==> config.mk <==
export PLATFORM = sky130hd
export DESIGN_NAME = rgb_byte_sequencer
export DESIGN_NICKNAME = d
export VERILOG_FILES = /design/src/rtl/display_pkg.sv /design/src/rtl/rgb_byte_sequencer_gap_timer.sv /design/src/rtl/rgb_byte_sequencer.sv
export SDC_FILE = /design/constraint.sdc
export NUM_CORES = 1
export LEC_CHECK = 0
export CORE_MARGIN = 1
export CORE_UTILIZATION = 55
export DETAILED_ROUTE_END_ITERATION = 10
export DONT_BUFFER_PORTS = 1
export PLACE_DENSITY_LB_ADDON = 0.05
export SYNTH_ARGS = -nofsm -noshare
export SYNTH_HDL_FRONTEND = slang
export SYNTH_HIERARCHICAL = 1
export SYNTH_SLANG_ARGS = --single-unit
==> constraint.sdc <==
create_clock -name Clk -period 3.35 [get_ports Clk]
set_input_delay 0.335 -clock Clk [delete_from_list [all_inputs] [get_ports Clk]]
set_output_delay 0.335 -clock Clk [all_outputs]
set_load 0.01 [all_outputs]
==> src/rtl/display_pkg.sv <==
// Shared display byte-path definitions: sequencer states, channel defaults and
// the one-hot channel select encoding ({SelR, SelG, SelB}).
package display_pkg;

   localparam int unsigned CH_W_DEF = 8;
   localparam int unsigned STATE_W  = 3;

   typedef enum logic [STATE_W-1:0] {
      IDLE   = 3'd0,
      SEND_R = 3'd1,
      SEND_G = 3'd2,
      SEND_B = 3'd3,
      GAP    = 3'd4
   } seq_state_t;

   localparam logic [2:0] SEL_R    = 3'b100;
   localparam logic [2:0] SEL_G    = 3'b010;
   localparam logic [2:0] SEL_B    = 3'b001;
   localparam logic [2:0] SEL_NONE = 3'b000;

   // One-hot select driven to the byte mux while in a given state.
   function automatic logic [2:0] sel_for_state(input logic [STATE_W-1:0] s);
      case (s)
         SEND_R:  return SEL_R;
         SEND_G:  return SEL_G;
         SEND_B:  return SEL_B;
         default: return SEL_NONE;
      endcase
   endfunction

   // True for the three byte-emitting states.
   function automatic logic is_send(input logic [STATE_W-1:0] s);
      return (s == SEND_R) || (s == SEND_G) || (s == SEND_B);
   endfunction

endpackage

==> src/rtl/rgb_byte_sequencer_gap_timer.sv <==
// seq_gap_timer: loadable down-counter that times the blanking gap between
// pixels. done_c is high while the count sits at zero.
module seq_gap_timer
   import display_pkg::*;
#(
   parameter int unsigned W = 8
) (
   input  logic         clk,
   input  logic         rst,
   input  logic         load,
   input  logic [W-1:0] load_value,
   input  logic         dec,
   output logic         done_c
);

   logic [W-1:0] count;

   // Load has priority; decrement saturates at zero.
   always_ff @(posedge clk or posedge rst) begin
      if (rst) begin
         count <= '0;
      end else if (load) begin
         count <= load_value;
      end else if (dec && (count != '0)) begin
         count <= count - W'(1);
      end
   end

   assign done_c = (count == '0);

endmodule

==> src/rtl/rgb_byte_sequencer.sv <==
// rgb_byte_sequencer: accepts one RGB pixel per handshake and walks the
// downstream byte mux through its three channels with a ByteValid/ByteReady
// handshake, optionally followed by GAP_CYCLES blanking cycles.
// Build option: define ORDER_BGR_EN to emit B, G, R instead of R, G, B.
module rgb_byte_sequencer
   import display_pkg::*;
#(
   parameter int unsigned CH_W       = CH_W_DEF,
   parameter int unsigned GAP_CYCLES = 0,
   parameter int unsigned CNT_W      = 16
) (
   input  logic             Clk,
   input  logic             Reset,
   input  logic             PixValid,
   output logic             PixReady,
   input  logic [CH_W-1:0]  PixR,
   input  logic [CH_W-1:0]  PixG,
   input  logic [CH_W-1:0]  PixB,
   output logic [CH_W-1:0]  R,
   output logic [CH_W-1:0]  G,
   output logic [CH_W-1:0]  B,
   output logic             SelR,
   output logic             SelG,
   output logic             SelB,
   output logic             ByteValid,
   input  logic             ByteReady,
   output logic             Busy,
   output logic [CNT_W-1:0] PixCount
);

   localparam int unsigned GAP_W = 8;

   localparam logic [STATE_W-1:0] S_IDLE   = IDLE;
   localparam logic [STATE_W-1:0] S_SEND_R = SEND_R;
   localparam logic [STATE_W-1:0] S_SEND_G = SEND_G;
   localparam logic [STATE_W-1:0] S_SEND_B = SEND_B;
   localparam logic [STATE_W-1:0] S_GAP    = GAP;

`ifdef ORDER_BGR_EN
   localparam logic [STATE_W-1:0] S_FIRST = S_SEND_B;
   localparam logic [STATE_W-1:0] S_LAST  = S_SEND_R;
`else
   localparam logic [STATE_W-1:0] S_FIRST = S_SEND_R;
   localparam logic [STATE_W-1:0] S_LAST  = S_SEND_B;
`endif

   logic [STATE_W-1:0] state;
   logic [STATE_W-1:0] state_nxt;
   logic               take_pix;
   logic               count_inc;
   logic               gap_load;
   logic               gap_dec;
   logic               gap_done;
   logic [2:0]         sel_q;

   // Ready in IDLE, or on the last byte's acceptance when pixels run back-to-back.
   assign PixReady = !Reset &&
                     ((state == S_IDLE) ||
                      ((GAP_CYCLES == 0) && (state == S_LAST) && ByteReady));

   assign {SelR, SelG, SelB} = sel_q;

   // State register.
   always_ff @(posedge Clk or posedge Reset) begin
      if (Reset) begin
         state <= S_IDLE;
      end else begin
         state <= state_nxt;
      end
   end

   // Next-state and control strobes.
   always_comb begin
      state_nxt = state;
      take_pix  = 1'b0;
      count_inc = 1'b0;
      gap_load  = 1'b0;
      gap_dec   = 1'b0;
      case (state)
         S_IDLE: begin
            if (PixValid) begin
               take_pix  = 1'b1;
               state_nxt = S_FIRST;
            end
         end
         S_SEND_R, S_SEND_G, S_SEND_B: begin
            if (ByteReady) begin
               if (state == S_LAST) begin
                  count_inc = 1'b1;
                  if (GAP_CYCLES == 0) begin
                     if (PixValid) begin
                        take_pix  = 1'b1;
                        state_nxt = S_FIRST;
                     end else begin
                        state_nxt = S_IDLE;
                     end
                  end else begin
                     gap_load  = 1'b1;
                     state_nxt = S_GAP;
                  end
               end else if (state == S_FIRST) begin
                  state_nxt = S_SEND_G;
               end else begin
                  state_nxt = S_LAST;
               end
            end
         end
         S_GAP: begin
            if (gap_done) begin
               state_nxt = S_IDLE;
            end else begin
               gap_dec = 1'b1;
            end
         end
         default: state_nxt = S_IDLE;
      endcase
   end

   // Registered outputs follow the state being entered.
   always_ff @(posedge Clk or posedge Reset) begin
      if (Reset) begin
         R         <= '0;
         G         <= '0;
         B         <= '0;
         sel_q     <= SEL_NONE;
         ByteValid <= 1'b0;
         Busy      <= 1'b0;
         PixCount  <= '0;
      end else begin
         sel_q     <= sel_for_state(state_nxt);
         ByteValid <= is_send(state_nxt);
         Busy      <= (state_nxt != S_IDLE);
         if (take_pix) begin
            R <= PixR;
            G <= PixG;
            B <= PixB;
         end
         if (count_inc) begin
            PixCount <= PixCount + CNT_W'(1);
         end
      end
   end

   // Gap timer exists only when blanking is configured.
   generate
      if (GAP_CYCLES > 0) begin : g_gap
         localparam logic [GAP_W-1:0] LOAD_V = GAP_W'(GAP_CYCLES - 1);
         seq_gap_timer #(.W(GAP_W)) u_gap_timer (
            .clk        (Clk),
            .rst        (Reset),
            .load       (gap_load),
            .load_value (LOAD_V),
            .dec        (gap_dec),
            .done_c     (gap_done)
         );
      end else begin : g_no_gap
         logic unused_gap_ctl;
         assign unused_gap_ctl = gap_load ^ gap_dec;
         assign gap_done       = 1'b1;
      end
   endgenerate

endmodule
### After elaboration in Yosys (flattened, before gate mapping)

Index checks and enable logic that the tools add are counted.

* $add $sub $neg: 1
* multipliers: 0
* div/mod/pow operators: 0
* order comparisons: 0
* equality and inequality tests: 6
* shift operators: 0
* mux-type cells: 14
* bitwise gates (word level): 0
* reduce and logical (&&, ||, !) cells: 9

Operator list (number)
* $add 16x1->16 const B: 1
* $eq 3x2->1 const B: 4
* $mux 3: 3
* $pmux 3 s3: 1
* $mux 1: 8
* $eq 3x1->1 const B: 2
* $pmux 3 s2: 1
* $logic_not 3->1: 1
* $logic_or 1x1->1: 3
* $reduce_bool 3->1: 1
* $reduce_or 3->1: 1
* $logic_and 1x1->1: 2
* $pmux 1 s2: 1
* $logic_not 1->1: 1

* register bits: 48
* latch bits: 0
* RAM bits: 0
* memory bits (read-only): 0
* input port bits: 28
* memories: 0

### Depth between registers and ports, before layout

Gate-level depths: netlist of run 1.

* word-level depth: 8
* mapped depth: 5

### Worst setup path before layout of run 1

Ideal clock, no wire load.

* path kind: flip-flop to flip-flop
* start: reg state[0]
* end: reg B[0]
* setup time: 125 ps
* arrival time: 1276 ps
* slack: 1949 ps
* stages on the path, launching flop included: 6
* path buffers: 1
* clock period less this slack: 1401 ps
* cell sequence: dfrtp_1 > nand3_2 > o21ai_2 > nand3b_4 > buf_6 > mux2_4

* cells in the longest elaborated chain, start to end: 4
* elaborated cells on any way between the ends: 8
* those cells by class: 3 x eq/ne; 3 x mux; 2 x reduce/logical

Ends and longest elaborated chain
* start: declaration: RTL line rgb_byte_sequencer.sv:47 `logic [STATE_W-1:0] state;`
* start signal: assignment: RTL line rgb_byte_sequencer.sv:68 `state <= state_nxt;`
* $eq 3x2->1: RTL line rgb_byte_sequencer.sv:79, rgb_byte_sequencer.sv:88
* $mux 1: RTL line rgb_byte_sequencer.sv:88 `if (state == S_LAST) begin`
* $mux 1: RTL line rgb_byte_sequencer.sv:87 `if (ByteReady) begin`
* $pmux 1 s2 *: RTL line rgb_byte_sequencer.sv:79 `case (state)`
* end signal: assignment: RTL line rgb_byte_sequencer.sv:136 `B <= PixB;`
* end: declaration: RTL line rgb_byte_sequencer.sv:21 `output logic [CH_W-1:0] B,`

Every way passes the cells marked *; elsewhere a longest branch is shown, timed or not.
A chain may end at the register's enable or synchronous reset.

### Worst setup path in the final report of run 1

* start: reg state[0]
* end: out PixReady

* cells in the longest elaborated chain, start to end: 4
* elaborated cells on any way between the ends: 5
* those cells by class: 1 x eq/ne; 4 x reduce/logical

Ends and longest elaborated chain
* $eq 3x2->1: RTL line rgb_byte_sequencer.sv:59 `((GAP_CYCLES == 0) && (state == S_LAST) && ByteReady));`
* $logic_and 1x1->1: RTL line rgb_byte_sequencer.sv:59
* $logic_or 1x1->1 *: RTL line rgb_byte_sequencer.sv:58 `((state == S_IDLE) ||`
* $logic_and 1x1->1 *: RTL line rgb_byte_sequencer.sv:57 `assign PixReady = !Reset &&`
* end: declaration: RTL line rgb_byte_sequencer.sv:15 `output logic PixReady,`

Marks and branches as above.

==> results.sh, run 1 <==
export IMPL_critPathBufInv=0
export IMPL_cp_cell_sequence="nand3_2, o21ai_2, nor3b_1"
export IMPL_period_needed_ps=1850
export IMPL_routabilityCongestion=0.765
export IMPL_diodes=0
export IMPL_ioPinCount=74
export IMPL_start_kind="flop"
export IMPL_path_delay_family="flip-flops"
export IMPL_drive_gt1_frac=0.278
export IMPL_final_common_cell="dfrtp_1"
export IMPL_synth_nets=167
export IMPL_die_area_um2=3910
export IMPL_area_delta_synth_final_pct=5.52
export IMPL_max_stage_delay_ps=540
export IMPL_htreeDepth=2
export IMPL_finalSetupViolCount=0
export IMPL_ys_seq_elements=48
export IMPL_worstMarginPinSlew_ps=947
export IMPL_met3_length_um=317
export IMPL_synth_top_area_cell="dfrtp_1"
export IMPL_slew_headroom=0.368
export IMPL_grt_max_degree=49
export IMPL_hpwl_um=2270
export IMPL_ant_nets=0
export IMPL_seqCellArea_um2=1200
export IMPL_wl_met2_um=1580
export IMPL_power_total_w=0.00128
export IMPL_wl_um=3270
export IMPL_clock_path_buffers=2
export IMPL_yosysTopAreaCellShare=0.596
export IMPL_num_rows=21
export IMPL_yosys_top_cells_area="dfrtp_1 60%, mux2_4 15%, xnor2_1 5.2%, nand2_1 2.4%, mux2_2 2.2%"
export IMPL_die_w_um=62.5
export IMPL_synth_seq_area_share=0.596
export IMPL_status="finished, final reports clean"
export IMPL_clock_skew_ps=12.3
export IMPL_synth_edf_count=0
export IMPL_multi_input_area_um2=781
export IMPL_num_vias=1051
export IMPL_layout_common_cells="48 x dfrtp_1, 20 x mux2_4, 13 x nand2_1, 12 x xnor2_1"
export IMPL_grt_overflow=0
export IMPL_crit_path_end_kind="output pin"
export IMPL_switching_power_w=0.000337
export IMPL_final_max_slew_viol_count=0
export IMPL_critPathRequiredTime_ps=3010
export IMPL_first_global_vias=1110
export IMPL_post_route_drc_count=0
export IMPL_vdd_drop_max_mv=0.334
export IMPL_drt_met1_wl_um=1330
export IMPL_fp_dieH_um=62.5
export IMPL_antenna_found_initial=0
export IMPL_p_leak_nw=1.06
export IMPL_dr_max_layer_used="met4"
export IMPL_rsz0062_at_grt="no"
export IMPL_wl_per_cell_um=17.2
export IMPL_clock_sinks=48
export IMPL_io_buffers=0
export IMPL_critPathSlowestCell="dfrtp_1"
export IMPL_async_flop_share=1.00
export IMPL_synth_yosys_warnings=6
export IMPL_synth_cell_types=28
export IMPL_clock_fmax_mhz=541
export IMPL_vias_per_cell=5.53
export IMPL_core_area_um2=3420
export IMPL_p_per_area_nw_per_um2=600
export IMPL_clkTransAtPathRegs_ps=130
export IMPL_grt_pass1_wl_um=5450
export IMPL_p_clk_frac=0.254
export IMPL_pwr_share_comb=0.131
export IMPL_cts_setup_buffers=0
export IMPL_cts_buffers=5
export IMPL_cts_resized=0
export IMPL_drv_cap=0
export IMPL_cp_arrival_ps=1510
export IMPL_hold_path_class="input port to async pin"
export IMPL_cts_hold_buf=0
export IMPL_cts_tree="built"
export IMPL_synth_avg_cell_area_um2=14.6
export IMPL_fin_setup_tns_ps=0
export IMPL_internal_power_w=0.000938
export IMPL_path_max_fanout=7
export IMPL_nFillCells=265
export IMPL_seqPwrFrac=0.615
export IMPL_hold_violations=0
export IMPL_postSynthCellCount=138
export IMPL_clk_latency_ps=350
export IMPL_synth_area_um2=2020
export IMPL_crit_type="flop to output pin"
export IMPL_nNetsFinal=172
export IMPL_initial_utilization=0.590
export IMPL_layout_worst_path_cycle_share=0.552
export IMPL_first_pass_iters=4
export IMPL_synth_main_ff_cell="dfrtp_1"
export IMPL_cts_root_buf="clkbuf_4"
export IMPL_drtIter0Drc=69
export IMPL_switching_share=0.264
export IMPL_grt_use_total=0.184
## worst register-to-register path, stage by stage, from the launching register on
cell and delay [ps]:
dfrtp_1 540, nand3_2 140, o21ai_2 110, nand3b_4 380, mux2_4 440
## sequential cells by signal, summed over array words and instances, names as in the netlist
signal,count
sel_q,3
G,8
PixCount,16
state,3
ByteValid,1
Busy,1
B,8
R,8
## power by group through the flow
stage                     clock (W)  combinational, W  sequential, W
after floorplan                   0          0.000156       0.000775
after global placement            0          0.000161       0.000796
after detailed placement          0          0.000171       0.000796
after CTS                  0.000337          0.000170       0.000788
after global routing       0.000364          0.000183       0.000797
final                      0.000324          0.000167       0.000785
## path summary, 6_finish.rpt
| path | cells past startpoint | start | slack [ps] | endpoint |
|---|---|---|---|---|
| max | 3 | state[0]$_DFF_PP0_ | 1500 | PixReady |
| min | 1 | Reset | 60 | PixCount[3]$_DFFE_PP0P_ |
| max reg2reg | 4 | state[0]$_DFF_PP0_ | 1650 | R[5]$_DFFE_PP0P_ |
| min reg2reg | 1 | PixCount[15]$_DFFE_PP0P_ | 540 | PixCount[15]$_DFFE_PP0P_ |
| max in group asynchronous | 1 | Reset | 2690 | G[1]$_DFFE_PP0P_ |
| min in group Clk | 1 | PixR[6] | 120 | R[6]$_DFFE_PP0P_ |
## cells in the mapped netlist, types with 2 or more instances
cell and count:
nor2_1 5, mux2_4 20, mux2_2 4, inv_1 3, xnor2_1 12, and3_1 2, xor2_1 5, nand3_1 4
dfrtp_1 48, nand2_1 13, nand4_1 4, buf_6 2
## layout make-up
type,count,area share
Clock buffer,6,0.0194
Multi-Input combinational cell,85,0.367
Sequential cell,48,0.565
Clock inverter,2,0.0165
Inverter,3,0.00529
Tap cell,46,0.0271
## per-stage QoR
| stage | worst slack [ps] | util | std cells | cell area (um^2) | hold slack (ps) |
|---|---|---|---|---|---|
| after floorplan | 1870 | - | 138 | 2020 | 484 |
| after global placement | 1720 | 0.600 | 182 | 2050 | 470 |
| after detailed placement | 1640 | 0.600 | 182 | 2050 | 486 |
| after CTS | 1480 | 0.623 | 190 | 2130 | 91.8 |
| after global routing | 1390 | 0.623 | 190 | 2130 | 81.7 |
| final | 1500 | 0.623 | 190 | 2130 | 59.3 |
## cell families (layout without fill, tap and decap cells)
kind of cell | count (synthesis) | in the layout | synth area share
xor gates and xnor gates | 17 | 17 | 0.0739
adders and majority gates | 1 | 1 | 0.00621
DFF | 48 | 48 | 0.596
buffers and inverters | 5 | 11 | 0.0168
muxes | 24 | 24 | 0.171
and+or+nand+nor | 40 | 40 | 0.125
other | 1 | 1 | 0.00186
AOI/OAI and AO/OA | 2 | 2 | 0.00869
## metal layers
metal | vias up | global-route usage
li1 | 473 | -
met1 | 522 | 0.216
met2 | 51 | 0.288
met3 | 5 | 0.0985
met4 | 0 | 0.0610
met5 | - | 0
(Power assumes the default switching activity.)
==> run 2: changes to the inputs <==
--- a/config.mk
+++ b/config.mk
@@ -5,6 +5,7 @@
 export SDC_FILE = /design/constraint.sdc
 export NUM_CORES = 1
 export LEC_CHECK = 0
+export ABC_AREA = 1
 export CORE_MARGIN = 1
 export CORE_UTILIZATION = 55
 export DETAILED_ROUTE_END_ITERATION = 10
==> constraint.sdc (replaced) <==
create_clock -name Clk -period 1.9 [get_ports Clk]
set_input_delay 0.19 -clock Clk [delete_from_list [all_inputs] [get_ports Clk]]
set_output_delay 0.19 -clock Clk [all_outputs]
set_load 0.01 [all_outputs]
==> results.sh, run 2 <==
export IMPL_synth_edf_count=0
export IMPL_yosysMostFrequentCell="nand2_1"
export IMPL_grt_pass1_wl_um=6760
export IMPL_synth_top_area_cell="dfrtp_1"
export IMPL_worstHoldStart="PixG[6]"
export IMPL_synth_seq_area_share=0.551
export IMPL_period_needed_ps=1460
export IMPL_vias_per_cell=5.13
export IMPL_cts_resized=0
export IMPL_crit_path_end_kind="flop"
export IMPL_clock_sinks=48
export IMPL_hold_violations=0
export IMPL_synth_main_ff_cell="dfrtp_1"
export IMPL_die_w_um=65.0
export IMPL_cts_setup_buffers=0
export IMPL_clk_latency_ps=310
export IMPL_p_per_area_nw_per_um2=1000
export IMPL_r2r_end="R[6]$_DFFE_PP0P_"
export IMPL_grt_overflow=0
export IMPL_die_area_um2=4220
export IMPL_cts_root_buf="clkbuf_8"
export IMPL_yosys_top_cells_area="dfrtp_1 55%, nand2_1 16%, nand3_1 7.3%, inv_1 2.9%, nor2_1 2.2%"
export IMPL_core_area_um2=3740
export IMPL_path_max_fanout=25
export IMPL_io_buffers=0
export IMPL_grt_max_degree=28
export IMPL_nNetsFinal=279
export IMPL_holdPathEnd="G[6]$_DFFE_PP0P_"
export IMPL_critPathRequiredTime_ps=2100
export IMPL_final_max_slew_viol_count=0
export IMPL_post_route_drc_count=0
export IMPL_async_flop_share=1.00
export IMPL_first_global_vias=1489
export IMPL_cts_buffers=5
export IMPL_crit_type="flop to flop"
export IMPL_rsz0062_at_grt="no"
export IMPL_drtIter0Drc=111
export IMPL_num_rows=22
export IMPL_rr_startpoint="state[1]$_DFF_PP0_"
export IMPL_vdd_drop_max_mv=0.555
export IMPL_synth_cell_types=26
export IMPL_place_area_um2=2190
export IMPL_initial_utilization=0.583
export IMPL_grt_use_total=0.213
export IMPL_layout_common_cells="93 x nand2_1, 48 x dfrtp_1, 32 x nand3_1, 16 x inv_1, 13 x nor2_1"
export IMPL_wl_um=4130
export IMPL_ff2ff_setup_slack_ps=440
export IMPL_cts_tree="built"
export IMPL_drv_cap=0
export IMPL_clkTransAtPathRegs_ps=90
export IMPL_largest_register_ffs=16
export IMPL_drive_gt1_frac=0.112
export IMPL_yosysTopAreaCellShare=0.551
export IMPL_fin_setup_tns_ps=0
export IMPL_ioPinCount=74
export IMPL_layout_worst_path_cycle_share=0.766
export IMPL_final_common_cell="nand2_1"
export IMPL_clock_skew_ps=11.7
export IMPL_synth_yosys_warnings=6
export IMPL_synth_nets=277
export IMPL_min_path_cells=2
export IMPL_cp_arrival_ps=1660
export IMPL_worst_slack_ps=445
export IMPL_synth_common_cells="93 x nand2_1, 48 x dfrtp_1, 32 x nand3_1, 17 x inv_1, 13 x nor2_1"
export IMPL_diodes=0
export IMPL_clock_fmax_mhz=687
export IMPL_reg2reg_depth=7
export IMPL_clock_path_buffers=2
export IMPL_synth_avg_cell_area_um2=8.79
export IMPL_fin_area_um2=2300
export IMPL_synth_area_um2=2180
export IMPL_p_leak_nw=1.21
export IMPL_routabilityCongestion=0.812
export IMPL_wl_per_cell_um=13.8
export IMPL_area_delta_synth_final_pct=5.28
export IMPL_postSynthCellCount=248
export IMPL_antenna_found_initial=0
export IMPL_first_pass_iters=4
export IMPL_hpwl_um=2870
export IMPL_status="finished, final reports clean"
export IMPL_fp_dieH_um=65.0
export IMPL_num_vias=1533
export IMPL_finalSetupViolCount=0
export IMPL_dp_slack_ps=443
export IMPL_htreeDepth=2
export IMPL_hold_path_class="input port to flop"
export IMPL_regMostFlops="PixCount"
export IMPL_ant_nets=0
export IMPL_start_kind="flop"
export IMPL_ys_seq_elements=48
[run 2: cell families (layout without fill, tap and decap cells)]
logic type	Yosys count	count (layout)	synth area share
XOR/XNOR	6	6	0.0241
AND/OR/NAND/NOR	158	158	0.336
buffers and inverters	28	31	0.0648
other	1	1	0.00172
AO/OA/AOI/OAI	6	6	0.0172
flip-flops	48	48	0.551
adder cells (fa/ha/maj)	1	1	0.00574
[run 2: through the flow]
stage | instances | total power (W) | hold slack, ps | util
after floorplan | 248 | 0.00164 | 335 | -
after global placement | 290 | 0.00168 | 86.3 | 0.585
after detailed placement | 290 | 0.00169 | 89.4 | 0.585
after CTS | 299 | 0.00234 | 9.24 | 0.613
after global routing | 299 | 0.00243 | 3.72 | 0.613
final | 299 | 0.00231 | 14.8 | 0.613
[run 2: power by group]
part,total (W),switching [W],internal (W),leakage (nW)
logic,0.000258,0.000166,0.0000923,0.547
clock network,0.000644,0.000347,0.000298,0.0516
registers,0.00140,0.000210,0.00119,0.608
[run 2: repair_timing]
item,in CTS,in global routing
hold endpoints to repair,17,0
endpoints found under the setup margin,0,0
hold buffers,1,0
[run 2: worst max-delay path by stage]
stage | startpoint | end | slack [ps] | cells after the start
after CTS | state[1]$_DFF_PP0_ | R[6]$_DFFE_PP0P_ | 420 | 7
after floorplan | Reset | B[0]$_DFFE_PP0P_ | 570 | 1
after detailed placement | state[1]$_DFF_PP0_ | R[6]$_DFFE_PP0P_ | 440 | 7
after global routing | state[1]$_DFF_PP0_ | R[6]$_DFFE_PP0P_ | 310 | 6
final | state[1]$_DFF_PP0_ | R[6]$_DFFE_PP0P_ | 440 | 7
after global placement | state[1]$_DFF_PP0_ | R[6]$_DFFE_PP0P_ | 450 | 7
[run 2: worst max-delay path, stage by stage, from the launching register on]
cell	delay (ps)
dfrtp_1	420
nand2_2	100
inv_1	100
nand2_4	90
nand2_4	240
nand2_4	230
nand2_1	120
nand2_1	50
[run 2: cell type report]
class	count	area [um^2]
Sequential cell	48	1200
Fill cell	372	1450
Clock inverter	2	13.8
Multi-Input combinational cell	172	838
Inverter	20	75.1
Tap cell	48	60.1
Clock buffer	6	82.6
Timing Repair Buffer	3	25.0
[run 2: layer usage]
layer,global-route usage,vias to the layer above,part of all wire
met5,0,-,0
met4,0.100,0,0.021
met3,0.0775,9,0.078
met2,0.322,52,0.46
met1,0.269,696,0.44
li1,-,776,-
